`config.mk`:
```
export PLATFORM = sky130hd
export DESIGN_NAME = main_flat
export DESIGN_NICKNAME = d
export VERILOG_FILES = /design/src/rtl/main_if.sv /design/src/rtl/main.sv /design/src/flat_wrapper.sv
export SDC_FILE = /design/constraint.sdc
export NUM_CORES = 1
export LEC_CHECK = 0
export ABC_AREA = 1
export BUFFER_PORTS_ARGS = -buffer_cell sky130_fd_sc_hd__buf_2
export CORE_MARGIN = 4
export CORE_UTILIZATION = 45
export CTS_CLUSTER_SIZE = 8
export DETAILED_ROUTE_END_ITERATION = 6
export GPL_ROUTABILITY_DRIVEN = 0
export GPL_TIMING_DRIVEN = 0
export RECOVER_POWER = 100
export SLEW_MARGIN = 0
export SYNTH_ARGS = -nofsm -noshare
export SYNTH_HDL_FRONTEND = slang
export SYNTH_SLANG_ARGS = --single-unit
```
`constraint.sdc`:
```
create_clock -name clk -period 3.96 [get_ports clk]
set_clock_uncertainty 0.15 [all_clocks]
set_input_delay 0.198 -clock clk [delete_from_list [all_inputs] [get_ports clk]]
set_output_delay 0.198 -clock clk [all_outputs]
set_load 0.01 [all_outputs]
```
`src/rtl/main_if.sv`:
```
// Hall sensor, control and gate-driver signal bundle for the BLDC commutation controller.
interface main_if;
   logic       H1;
   logic       H2;
   logic       H3;
   logic       LOW;
   logic [3:0] D;
   logic       A_OUT;
   logic       AA_OUT;
   logic       B_OUT;
   logic       BB_OUT;
   logic       C_OUT;
   logic       CC_OUT;

   // Stimulus / sensor side drives Hall, coast and duty; observes gates.
   modport master (
      output H1, H2, H3, LOW, D,
      input  A_OUT, AA_OUT, B_OUT, BB_OUT, C_OUT, CC_OUT
   );

   // Controller side.
   modport slave (
      input  H1, H2, H3, LOW, D,
      output A_OUT, AA_OUT, B_OUT, BB_OUT, C_OUT, CC_OUT
   );
endinterface

```
`src/rtl/main.sv`:
```
// Six-step BLDC commutation controller: Hall sync/decode, dead time on every
// commutation change, and 4-bit PWM on the active high-side switch.
module main #(
   parameter int unsigned DEAD_CYCLES  = 2,
   parameter int unsigned PWM_PRESCALE = 1
) (
   input  logic  clk,
   input  logic  rst,
   main_if.slave bus
);

   localparam int unsigned DEAD_W = 8;
   localparam int unsigned CNT_W  = 4;
   localparam int unsigned PRE_W  = (PWM_PRESCALE > 1) ? $clog2(PWM_PRESCALE) : 1;

   logic [2:0]        r_s1;
   logic [2:0]        r_s2;
   logic [2:0]        r_hall;
   logic [DEAD_W-1:0] r_dead;
   logic [PRE_W-1:0]  r_pre;
   logic [CNT_W-1:0]  r_cnt;
   logic [CNT_W-1:0]  r_duty;
   logic [2:0]        r_hi;
   logic [2:0]        r_lo;

   logic [2:0]        w_hall_in;
   logic              w_commit;
   logic              w_pre_wrap;
   logic              w_pwm;
   logic              w_dead_active;
   logic [2:0]        w_hi_sel;
   logic [2:0]        w_lo_sel;

   assign w_hall_in     = {bus.H3, bus.H2, bus.H1};
   assign w_commit      = (r_s2 != r_hall);
   assign w_pre_wrap    = (r_pre == PRE_W'(PWM_PRESCALE - 1));
   assign w_pwm         = (r_cnt < r_duty);
   assign w_dead_active = (r_dead != '0);

   // Two-stage synchronizer for the asynchronous Hall inputs.
   always_ff @(posedge clk) begin
      if (rst) begin
         r_s1 <= '0;
         r_s2 <= '0;
      end else begin
         r_s1 <= w_hall_in;
         r_s2 <= r_s1;
      end
   end

   // Commit a changed Hall state and (re)start the dead-time countdown.
   always_ff @(posedge clk) begin
      if (rst) begin
         r_hall <= '0;
         r_dead <= '0;
      end else if (w_commit) begin
         r_hall <= r_s2;
         r_dead <= DEAD_W'(DEAD_CYCLES);
      end else if (w_dead_active) begin
         r_dead <= r_dead - DEAD_W'(1);
      end
   end

   // PWM prescaler and period counter; duty is sampled only at period start.
   always_ff @(posedge clk) begin
      if (rst) begin
         r_pre  <= '0;
         r_cnt  <= '0;
         r_duty <= '0;
      end else if (w_pre_wrap) begin
         r_pre <= '0;
         r_cnt <= r_cnt + CNT_W'(1);
         if (r_cnt == CNT_W'(15)) begin
            r_duty <= bus.D;
         end
      end else begin
         r_pre <= r_pre + PRE_W'(1);
      end
   end

   // Commutation table: one-hot {C,B,A} high-side and low-side selection.
   always_comb begin
      w_hi_sel = 3'b000;
      w_lo_sel = 3'b000;
      unique case (r_hall)
         3'b001:  begin w_hi_sel = 3'b001; w_lo_sel = 3'b010; end
         3'b101:  begin w_hi_sel = 3'b001; w_lo_sel = 3'b100; end
         3'b100:  begin w_hi_sel = 3'b010; w_lo_sel = 3'b100; end
         3'b110:  begin w_hi_sel = 3'b010; w_lo_sel = 3'b001; end
         3'b010:  begin w_hi_sel = 3'b100; w_lo_sel = 3'b001; end
         3'b011:  begin w_hi_sel = 3'b100; w_lo_sel = 3'b010; end
         default: begin w_hi_sel = 3'b000; w_lo_sel = 3'b000; end
      endcase
   end

   // Registered gate outputs; coast and dead time force every switch off.
   always_ff @(posedge clk) begin
      if (rst) begin
         r_hi <= '0;
         r_lo <= '0;
      end else if (bus.LOW || w_dead_active) begin
         r_hi <= '0;
         r_lo <= '0;
      end else begin
         r_hi <= w_hi_sel & {3{w_pwm}};
         r_lo <= w_lo_sel;
      end
   end

   assign bus.A_OUT  = r_hi[0];
   assign bus.B_OUT  = r_hi[1];
   assign bus.C_OUT  = r_hi[2];
   assign bus.AA_OUT = r_lo[0];
   assign bus.BB_OUT = r_lo[1];
   assign bus.CC_OUT = r_lo[2];

endmodule

```
`src/flat_wrapper.sv`:
```
// flat-port wrapper written by rule: the top's interface ports become plain ports
module main_flat 
#(
   parameter int unsigned DEAD_CYCLES  = 2,
   parameter int unsigned PWM_PRESCALE = 1
)
  (clk, rst, bus_H1, bus_H2, bus_H3, bus_LOW, bus_D, bus_A_OUT, bus_AA_OUT, bus_B_OUT, bus_BB_OUT, bus_C_OUT, bus_CC_OUT);
  main_if bus_i ();
  input  logic clk;
  input  logic rst;
  input wire logic [$bits(bus_i.H1)-1:0] bus_H1;
  input wire logic [$bits(bus_i.H2)-1:0] bus_H2;
  input wire logic [$bits(bus_i.H3)-1:0] bus_H3;
  input wire logic [$bits(bus_i.LOW)-1:0] bus_LOW;
  input wire logic [$bits(bus_i.D)-1:0] bus_D;
  output wire logic [$bits(bus_i.A_OUT)-1:0] bus_A_OUT;
  output wire logic [$bits(bus_i.AA_OUT)-1:0] bus_AA_OUT;
  output wire logic [$bits(bus_i.B_OUT)-1:0] bus_B_OUT;
  output wire logic [$bits(bus_i.BB_OUT)-1:0] bus_BB_OUT;
  output wire logic [$bits(bus_i.C_OUT)-1:0] bus_C_OUT;
  output wire logic [$bits(bus_i.CC_OUT)-1:0] bus_CC_OUT;
  assign bus_i.H1 = bus_H1;
  assign bus_i.H2 = bus_H2;
  assign bus_i.H3 = bus_H3;
  assign bus_i.LOW = bus_LOW;
  assign bus_i.D = bus_D;
  assign bus_A_OUT = bus_i.A_OUT;
  assign bus_AA_OUT = bus_i.AA_OUT;
  assign bus_B_OUT = bus_i.B_OUT;
  assign bus_BB_OUT = bus_i.BB_OUT;
  assign bus_C_OUT = bus_i.C_OUT;
  assign bus_CC_OUT = bus_i.CC_OUT;
  main #(.DEAD_CYCLES(DEAD_CYCLES), .PWM_PRESCALE(PWM_PRESCALE)) u_core (.clk(clk), .rst(rst), .bus(bus_i));
endmodule
```
**Word-level counts from Yosys, hierarchy flattened**

Index checks and enable logic that the tools add are counted.

- Register bits after elaboration: 32
- Input port bits: 10
- Word-level logic and storage cells: 41

- Add/sub/neg operators: 3
- $lt $le $gt $ge: 1
- Eq/ne operators: 8
- Multiplexer cells: 4
- Bitwise logic cells: 2
- Reductions and logical operators: 13

Operators by type and width:

| operator | number |
|---|---|
| 3-bit case mux with 3 select lines | 2 |
| 2-bit OR reduction | 9 |
| 3-bit equality test, second input constant | 3 |
| 8-bit nonzero test | 1 |
| 8-bit by 1-bit subtractor with 8-bit output, second input constant | 1 |
| 3-bit by 2-bit equality test with 1-bit output, second input constant | 2 |
| 4-bit by 1-bit adder with 4-bit output, second input constant | 1 |
| 4-bit equality test, second input constant | 1 |
| 4-bit less-than comparator | 1 |
| 2-bit two-way mux | 2 |
| 3-bit bitwise AND | 1 |
| 3-bit by 1-bit equality test with 1-bit output, second input constant | 1 |
| 3-bit != test | 1 |
| 2-bit AND reduction | 1 |
| 2-bit nonzero test | 1 |
| 1-bit adder, second input constant | 1 |
| 1-bit logical OR | 1 |
| 1-bit NOT | 1 |

**Logic depth before layout (Yosys ltp)**

Gate-level depths: netlist (run 1).

- Word-level depth: 4
- Mapped depth: 8
- Gate-level depth less buffers: 8

**Worst setup path before layout (run 1)**

OpenSTA, ideal clock, no wires.

- Path type: register to register
- From: register u_core.r_dead[0]
- To: register u_core.r_dead[7]
- Setup time: 116 ps
- Data arrival time: 1036 ps
- Data required time: 3694 ps
- Path slack: 2659 ps
- Cell stages (with the launch flop): 8
- Buffers on the path: 0
- Path through: dfxtp_1 -> inv_1 -> ha_1 -> nand3_2 -> nor2_4 -> inv_1 -> nand2_1 -> nor2_1

- Longest elaborated chain between the ends: 1

Ends and longest elaborated chain:

| what | line | text |
|---|---|---|
| start: declaration | main.sv:19 | `logic [DEAD_W-1:0] r_dead;` |
| start signal: assignment | main.sv:58 | `r_dead <= DEAD_W'(DEAD_CYCLES);` |
| start signal: assignment | main.sv:60 | `r_dead <= r_dead - DEAD_W'(1);` |
| 8-bit by 1-bit subtractor with 8-bit output / 8-bit nonzero test (equally long branches) | main.sv:60, main.sv:38 |  |

Several ways; a longest one is shown, not always the timed one.
A chain may end at the register's enable or synchronous reset.

**Worst setup path after layout (run 1)**

- From: register u_core.r_dead[0]
- To: register u_core.r_dead[4]

The elaborated chain is that of the path after synthesis.

==> reports/qor.txt, run 1 <==
Status = complete, no violations
Final period util = 0.410
Crit-path max FO = 5
Post-Place Cell Area = 1380 um2
Num CTS Buffers = 5
IO Count = 16
Area added between synthesis and finish = 19.5%
Setup violators final = 0
Post-synthesis register bit count = 32
Bufs on Longest Clock Path = 2
Multi-input gate area = 505 um2
Wire per inst = 9.50 um
Met1 WL = 1000 um
Setup CP Type = reg2reg
Hold Path Class = in2reg
WL met2 = 910 um
Reg area = 641 um2
PnR worst setup slack = 2.33 ns
Final wirelength = 2120 um
Port Buffers = 15
Vias/cell = 4.47
Vias post-DR = 996
Number of global-route vias before repair = 972
Synth top area share = 0.505
CTS tree = yes
Post-DP HPWL = 1510 um
Slew Limit Fails = 0
Commonest cells in the netlist = dfxtp_1 (32), nor2_1 (29), inv_1 (27)
Post-route setup TNS = 0 ns
Synth Cell Area = 1270 um2
Antenna Cells = 0
Antenna viol nets, final = 0
Pin count of the biggest net entering global routing = 11
CTS sink count = 32
Share of cells above drive strength 1 = 0.0933
GRT Util Overall = 0.150
Relative slew margins = 0.665
Setup bufs post-CTS = 0
# rows = 18
Part of the Yosys area used for sequential elements = 0.505
Main area contributors after synthesis = dfxtp_1 (51%), nor2_1 (8.6%), inv_1 (8.0%), nand2_1 (7.7%), ha_1 (4.9%)
Yosys top cell by area = dfxtp_1
Post-synth EDFFs = 0
Fin crit period = 1.63 ns
Skew-Pair Late Insertion Delay = 0.33 ns
Post-layout net count = 207
VDD IR max = 708 uV
Core area = 2590 um2
Hold_ws = 0.0125 ns
Count of cell types in the netlist = 20
Pwr dens = 655 nW/um2
Die area = 3730 um2
H-tree depth = 2
Most frequent cell after synthesis = dfxtp_1
Global-route wire length before repair = 4080 um
Critical Path Source Type = flop
Top sig layer = met4
Count of filler cells inserted in the layout = 259
Mapped Cells = 162
Critical Path Sink Type = flop
Worst path required time = 4.03 ns
Syn Area/Cell = 7.82 um2
Worst slack at placement = 2.50 ns
Finished Cell Area = 1520 um2
Starting density of the core = 0.489
Syn Nets = 177
Ys async rst share = 0
CP Data Arrival Time = 1.70 ns
# DRC = 0
DR iter-0 viols = 21
Root Driver = clkbuf_4
Die Wd = 61.1 um
Wire length on met3 = 156 um
Worst-Margin Slew = 0.497 ns
Gr ovfl total = 0
Worst-path clk slew = 0.09 ns
Final hold violations = 0
Main flop type after synthesis = dfxtp_1
Fmax = 615 MHz
DR pass1 iterations = 4
Pleak = 0.000695 uW
Die H = 61.1 um
Initial antenna violation count = 0
Max Cap Viol = 0
RSZ-0062 raised after global routing = no
Synth warn = 0
[per-layer routing]
layer / up-vias / GRT usage
met1: 413 / 0.186
met2: 26 / 0.233
met3: 5 / 0.0566
li1: 552 / -
met4: 0 / 0.0650
met5: - / 0
[critical path: stages (launching register included)]
cell and delay [ns]:
dfxtp_1 0.32, inv_1 0.09, ha_1 0.22, nand3_1 0.13, nor2_1 0.31, inv_1 0.07
nand2_1 0.17, nor2_1 0.05
[logic make-up after synthesis]
logic type | synth area share
adders and majority gates | 0.0494
AOI/OAI and AO/OA | 0.0711
other | 0.00296
and+or+nand+nor | 0.244
buffers and inverters | 0.0859
xor gates and xnor gates | 0.0415
DFF | 0.505
[power by group]
part / leakage, uW / internal [uW] / switching [uW]
combinational: 0.000391 / 138 / 205
clock: 0.0000422 / 132 / 109
sequential: 0.000261 / 369 / 40.5
total: 0.000695 / 639 / 354
[through the flow]
stage	cells	power [uW]	util
5_1_grt	223	1090	0.585
2_1_floorplan	162	719	-
4_1_cts	223	1030	0.593
3_5_place_dp	207	779	0.533
6_report	223	993	0.585
3_3_place_gp	207	769	0.533
[flip-flops by register name (all words and copies together) (netlist names)]
register       flops
u_core.r_duty      4
u_core.r_pre       1
u_core.r_lo        3
u_core.r_hall      3
u_core.r_dead      8
u_core.r_cnt       4
u_core.r_s1        3
u_core.r_hi        3
u_core.r_s2        3
[repair_timing]
action | 4_1_cts | 5_1_grt
resized for setup | 0 | 0
hold endpoints to repair | 9 | 0
hold buffers | 8 | 0
endpoints found under the setup margin | 0 | 0
[final timing paths]
check	startpoint	end	slack [ns]	depth (start not counted)
worst max-delay path	u_core.r_dead[0]	u_core.r_dead[4]	2.33	7
worst min-delay path	bus_D[2]	u_core.r_duty[2]	0.01	3
worst max register to register	u_core.r_dead[0]	u_core.r_dead[4]	2.33	7
worst min register to register	u_core.r_s1[1]	u_core.r_s2[1]	0.26	2
[placed cells by master, fill, tap and decap left out]
cell type	netlist	final
and3_1	1	1
nand3_1	2	3
a21oi_1	12	12
clkinv_2	0	1
ha_1	5	5
nand2_4	1	1
xnor2_1	3	3
nor2_2	2	2
clkbuf_4	0	5
dlygate4sd3_1	0	8
o21ai_0	6	6
bufinv_16	0	1
xor2_1	3	3
clkbuf_1	1	9
nor3_1	7	7
buf_2	0	8
nand4_1	1	1
conb_1	1	1
nand2_1	26	26
dfxtp_1	32	32
nor2_1	29	30
inv_1	27	28
[layout make-up]
| type | count | area share |
|---|---|---|
| clock buffer | 6 | 0.0273 |
| clock inverter | 2 | 0.0231 |
| tap | 30 | 0.0248 |
| timing repair buffer | 23 | 0.0966 |
| inverter | 28 | 0.0694 |
| multi-input combinational | 101 | 0.334 |
| sequential | 32 | 0.423 |
| buffer | 1 | 0.00248 |
(Power assumes the default switching activity.)
==> inputs of run 2 (changes only) <==
==> constraint.sdc (replaced) <==
create_clock -name clk -period 1.5 [get_ports clk]
set_clock_uncertainty 0.15 [all_clocks]
set_input_delay 0.075 -clock clk [delete_from_list [all_inputs] [get_ports clk]]
set_output_delay 0.075 -clock clk [all_outputs]
set_load 0.01 [all_outputs]
==> reports/qor.txt, run 2 (same netlist as run 1, synthesis figures left out) <==
GRT Util Overall = 0.154 (was 0.150)
Final period util = 0.906 (was 0.410)
Critical path's slowest cell = dfxtp_1 (unchanged)
Initial antenna violation count = 0 (unchanged)
Final hold violations = 0 (unchanged)
Largest stage delay, worst path = 0.34 ns (was 0.32 ns)
Die Wd = 61.1 um (unchanged)
Pin count of the biggest net entering global routing = 11 (unchanged)
Worst slack at placement = 0.0351 ns (was 2.50 ns)
Commonest cells after routing, fill and taps aside = dfxtp_1 (31), nor2_1 (28), inv_1 (27), nand2_1 (24), a21oi_1 (12) (was dfxtp_1 (32), nor2_1 (30), inv_1 (28), nand2_1 (26), a21oi_1 (12))
Gr ovfl total = 0 (unchanged)
VDD IR max = 1890 uV (was 708 uV)
Die H = 61.1 um (unchanged)
Post-layout net count = 208 (was 207)
Antenna Cells = 0 (unchanged)
Sw Pwr = 986 uW (was 354 uW)
Starting density of the core = 0.489 (unchanged)
Pwr dens = 1760 nW/um2 (was 655 nW/um2)
Final wirelength = 2180 um (was 2120 um)
Int Pwr = 1750 uW (was 639 uW)
Crit-path max FO = 5 (unchanged)
Root Driver = clkbuf_4 (unchanged)
Worst hold path startpoint = u_core.r_s1[1] (was bus_D[2])
Worst reg2reg setup slack = 0.14 ns (was 2.33 ns)
M2 GR Usage = 0.233 (unchanged)
Skew-Pair Late Insertion Delay = 0.33 ns (about the same)
CP Data Arrival Time = 1.46 ns (was 1.70 ns)
Critical Path Source Type = flop (unchanged)
Worst-path clk slew = 0.10 ns (was 0.09 ns)
WHS Path Cells = 2 (was 3)
Global-route wire length before repair = 4150 um (was 4080 um)
Vias post-DR = 1026 (was 996)
Reg-to-reg startpoint = u_core.r_dead[1] (was u_core.r_dead[0])
Area added between synthesis and finish = 22.6% (was 19.5%)
IO Count = 16 (unchanged)
Met1 usage = 0.186 (unchanged)
Worst Reg-to-Reg Cells = 6 (was 7)
Max reg flops = 8 (unchanged)
CTS tree = yes (unchanged)
DR iter-0 viols = 26 (was 21)
Wire per inst = 9.72 um (was 9.50 um)
Critical Path Sink Type = flop (unchanged)
Post-route setup TNS = 0 ns (unchanged)
Status = complete, no violations (unchanged)
Share of cells above drive strength 1 = 0.134 (was 0.0933)
Clock power share = 0.233 (was 0.243)
Setup CP Type = reg2reg (unchanged)
Hold_ws = 0.257 ns (was 0.0125 ns)
Setup violators final = 0 (unchanged)
Slew Limit Fails = 0 (unchanged)
Combinational Power Share = 0.370 (was 0.345)
Switching Share = 0.360 (was 0.356)
Most common cell after layout, fill and taps aside = dfxtp_1 (unchanged)
Antenna viol nets, final = 0 (unchanged)
Worst path required time = 1.60 ns (was 4.03 ns)
Die area = 3730 um2 (unchanged)
DP Cell Count = 207 (unchanged)
DR pass1 iterations = 4 (unchanged)
Max Cap Viol = 0 (unchanged)
Hold Path Sink = u_core.r_s2[1] (was u_core.r_duty[2])
Port Buffers = 15 (unchanged)
Largest Register = u_core.r_dead (unchanged)
RSZ-0062 raised after global routing = no (unchanged)
# rows = 18 (unchanged)
FF-to-FF End = u_core.r_hi[1] (was u_core.r_dead[4])
CTS sink count = 32 (unchanged)
Sequential share of power = 0.397 (was 0.412)
Vias/cell = 4.58 (was 4.47)
# DRC = 0 (unchanged)
Core area = 2590 um2 (unchanged)
Post-DP HPWL = 1510 um (unchanged)
Fmax = 736 MHz (was 615 MHz)
Count of filler cells inserted in the layout = 250 (was 259)
Num CTS Buffers = 5 (unchanged)
Critical path, cell by cell = inv_1 -> ha_4 -> nand3_2 -> nor2_4 -> nand2_2 -> nor3_1 (was inv_1 -> ha_1 -> nand3_1 -> nor2_1 -> inv_1 -> nand2_1 -> nor2_1)
Fin crit period = 1.36 ns (was 1.63 ns)
Final Non-Filler Cells = 224 (was 223)
Number of global-route vias before repair = 994 (was 972)
Hold Path Class = reg2reg (was in2reg)
PnR worst setup slack = 0.141 ns (was 2.33 ns)
Pleak = 0.000696 uW (was 0.000695 uW)
Layer with the highest usage = met2 (unchanged)
Setup bufs post-CTS = 0 (unchanged)
Largest registers = u_core.r_dead: 8 flops, u_core.r_cnt: 4 flops, u_core.r_duty: 4 flops (unchanged)
M3 GR Usage = 0.0566 (unchanged)
Bufs on Longest Clock Path = 2 (unchanged)
Overall power = 2730 uW (was 993 uW)
H-tree depth = 2 (unchanged)
run 2: cell type report:
| class | count | area [um2] | share of cell area |
|---|---|---|---|
| timing repair buffer | 24 | 156 | 0.101 |
| tap | 30 | 37.5 | 0.0242 |
| buffer | 1 | 3.75 | 0.00242 |
| clock buffer | 6 | 41.3 | 0.0266 |
| inverter | 28 | 105 | 0.0676 |
| sequential | 32 | 642 | 0.413 |
| multi-input combinational | 101 | 533 | 0.343 |
| clock inverter | 2 | 35.0 | 0.0225 |
run 2: how the worst max path moves through the flow:
| stage | from | endpoint | cells past startpoint |
|---|---|---|---|
| 2_1_floorplan | u_core.r_dead[0] | u_core.r_dead[7] | 7 |
| 6_report | u_core.r_dead[1] | u_core.r_hi[1] | 6 |
| 4_1_cts | u_core.r_cnt[3] | u_core.r_hi[2] | 4 |
| 5_1_grt | u_core.r_dead[0] | u_core.r_hi[0] | 6 |
| 3_5_place_dp | u_core.r_dead[0] | u_core.r_dead[6] | 7 |
| 3_3_place_gp | u_core.r_cnt[3] | u_core.r_hi[2] | 4 |
run 2: metrics by stage:
| stage | utilization | cell area [um2] |
|---|---|---|
| 2_1_floorplan | - | 1270 |
| 3_3_place_gp | 0.533 | 1380 |
| 3_5_place_dp | 0.533 | 1380 |
| 4_1_cts | 0.597 | 1550 |
| 5_1_grt | 0.600 | 1550 |
| 6_report | 0.600 | 1550 |
run 2: routing by layer:
layer  share of wire  vias to the layer above  routed length (um)
met1            0.45                      432                 972
li1                -                      555                   -
met4           0.047                        0                 102
met2            0.43                       30                 944
met3           0.073                        9                 158
met5               0                        -                   0
run 2: what timing repair did:
action,4_1_cts,5_1_grt
hold buffers,9,0
hold endpoints to repair,18,0
resized for setup,0,9
setup endpoints to repair,0,18
run 2: power groups by stage:
stage	sequential (uW)	combinational [uW]	clock [uW]
2_1_floorplan	1080	819	0
3_3_place_gp	1090	936	0
4_1_cts	1080	980	659
3_5_place_dp	1100	955	0
5_1_grt	1110	1180	700
6_report	1080	1010	638
run 2: worst max-delay path, delay by kind of cell, from the launching register on:
kind | cells | cell delay [ns]
simple gates | 4 | 0.55
flops | 1 | 0.34
fa+ha+maj | 1 | 0.15
buf+inv | 1 | 0.09
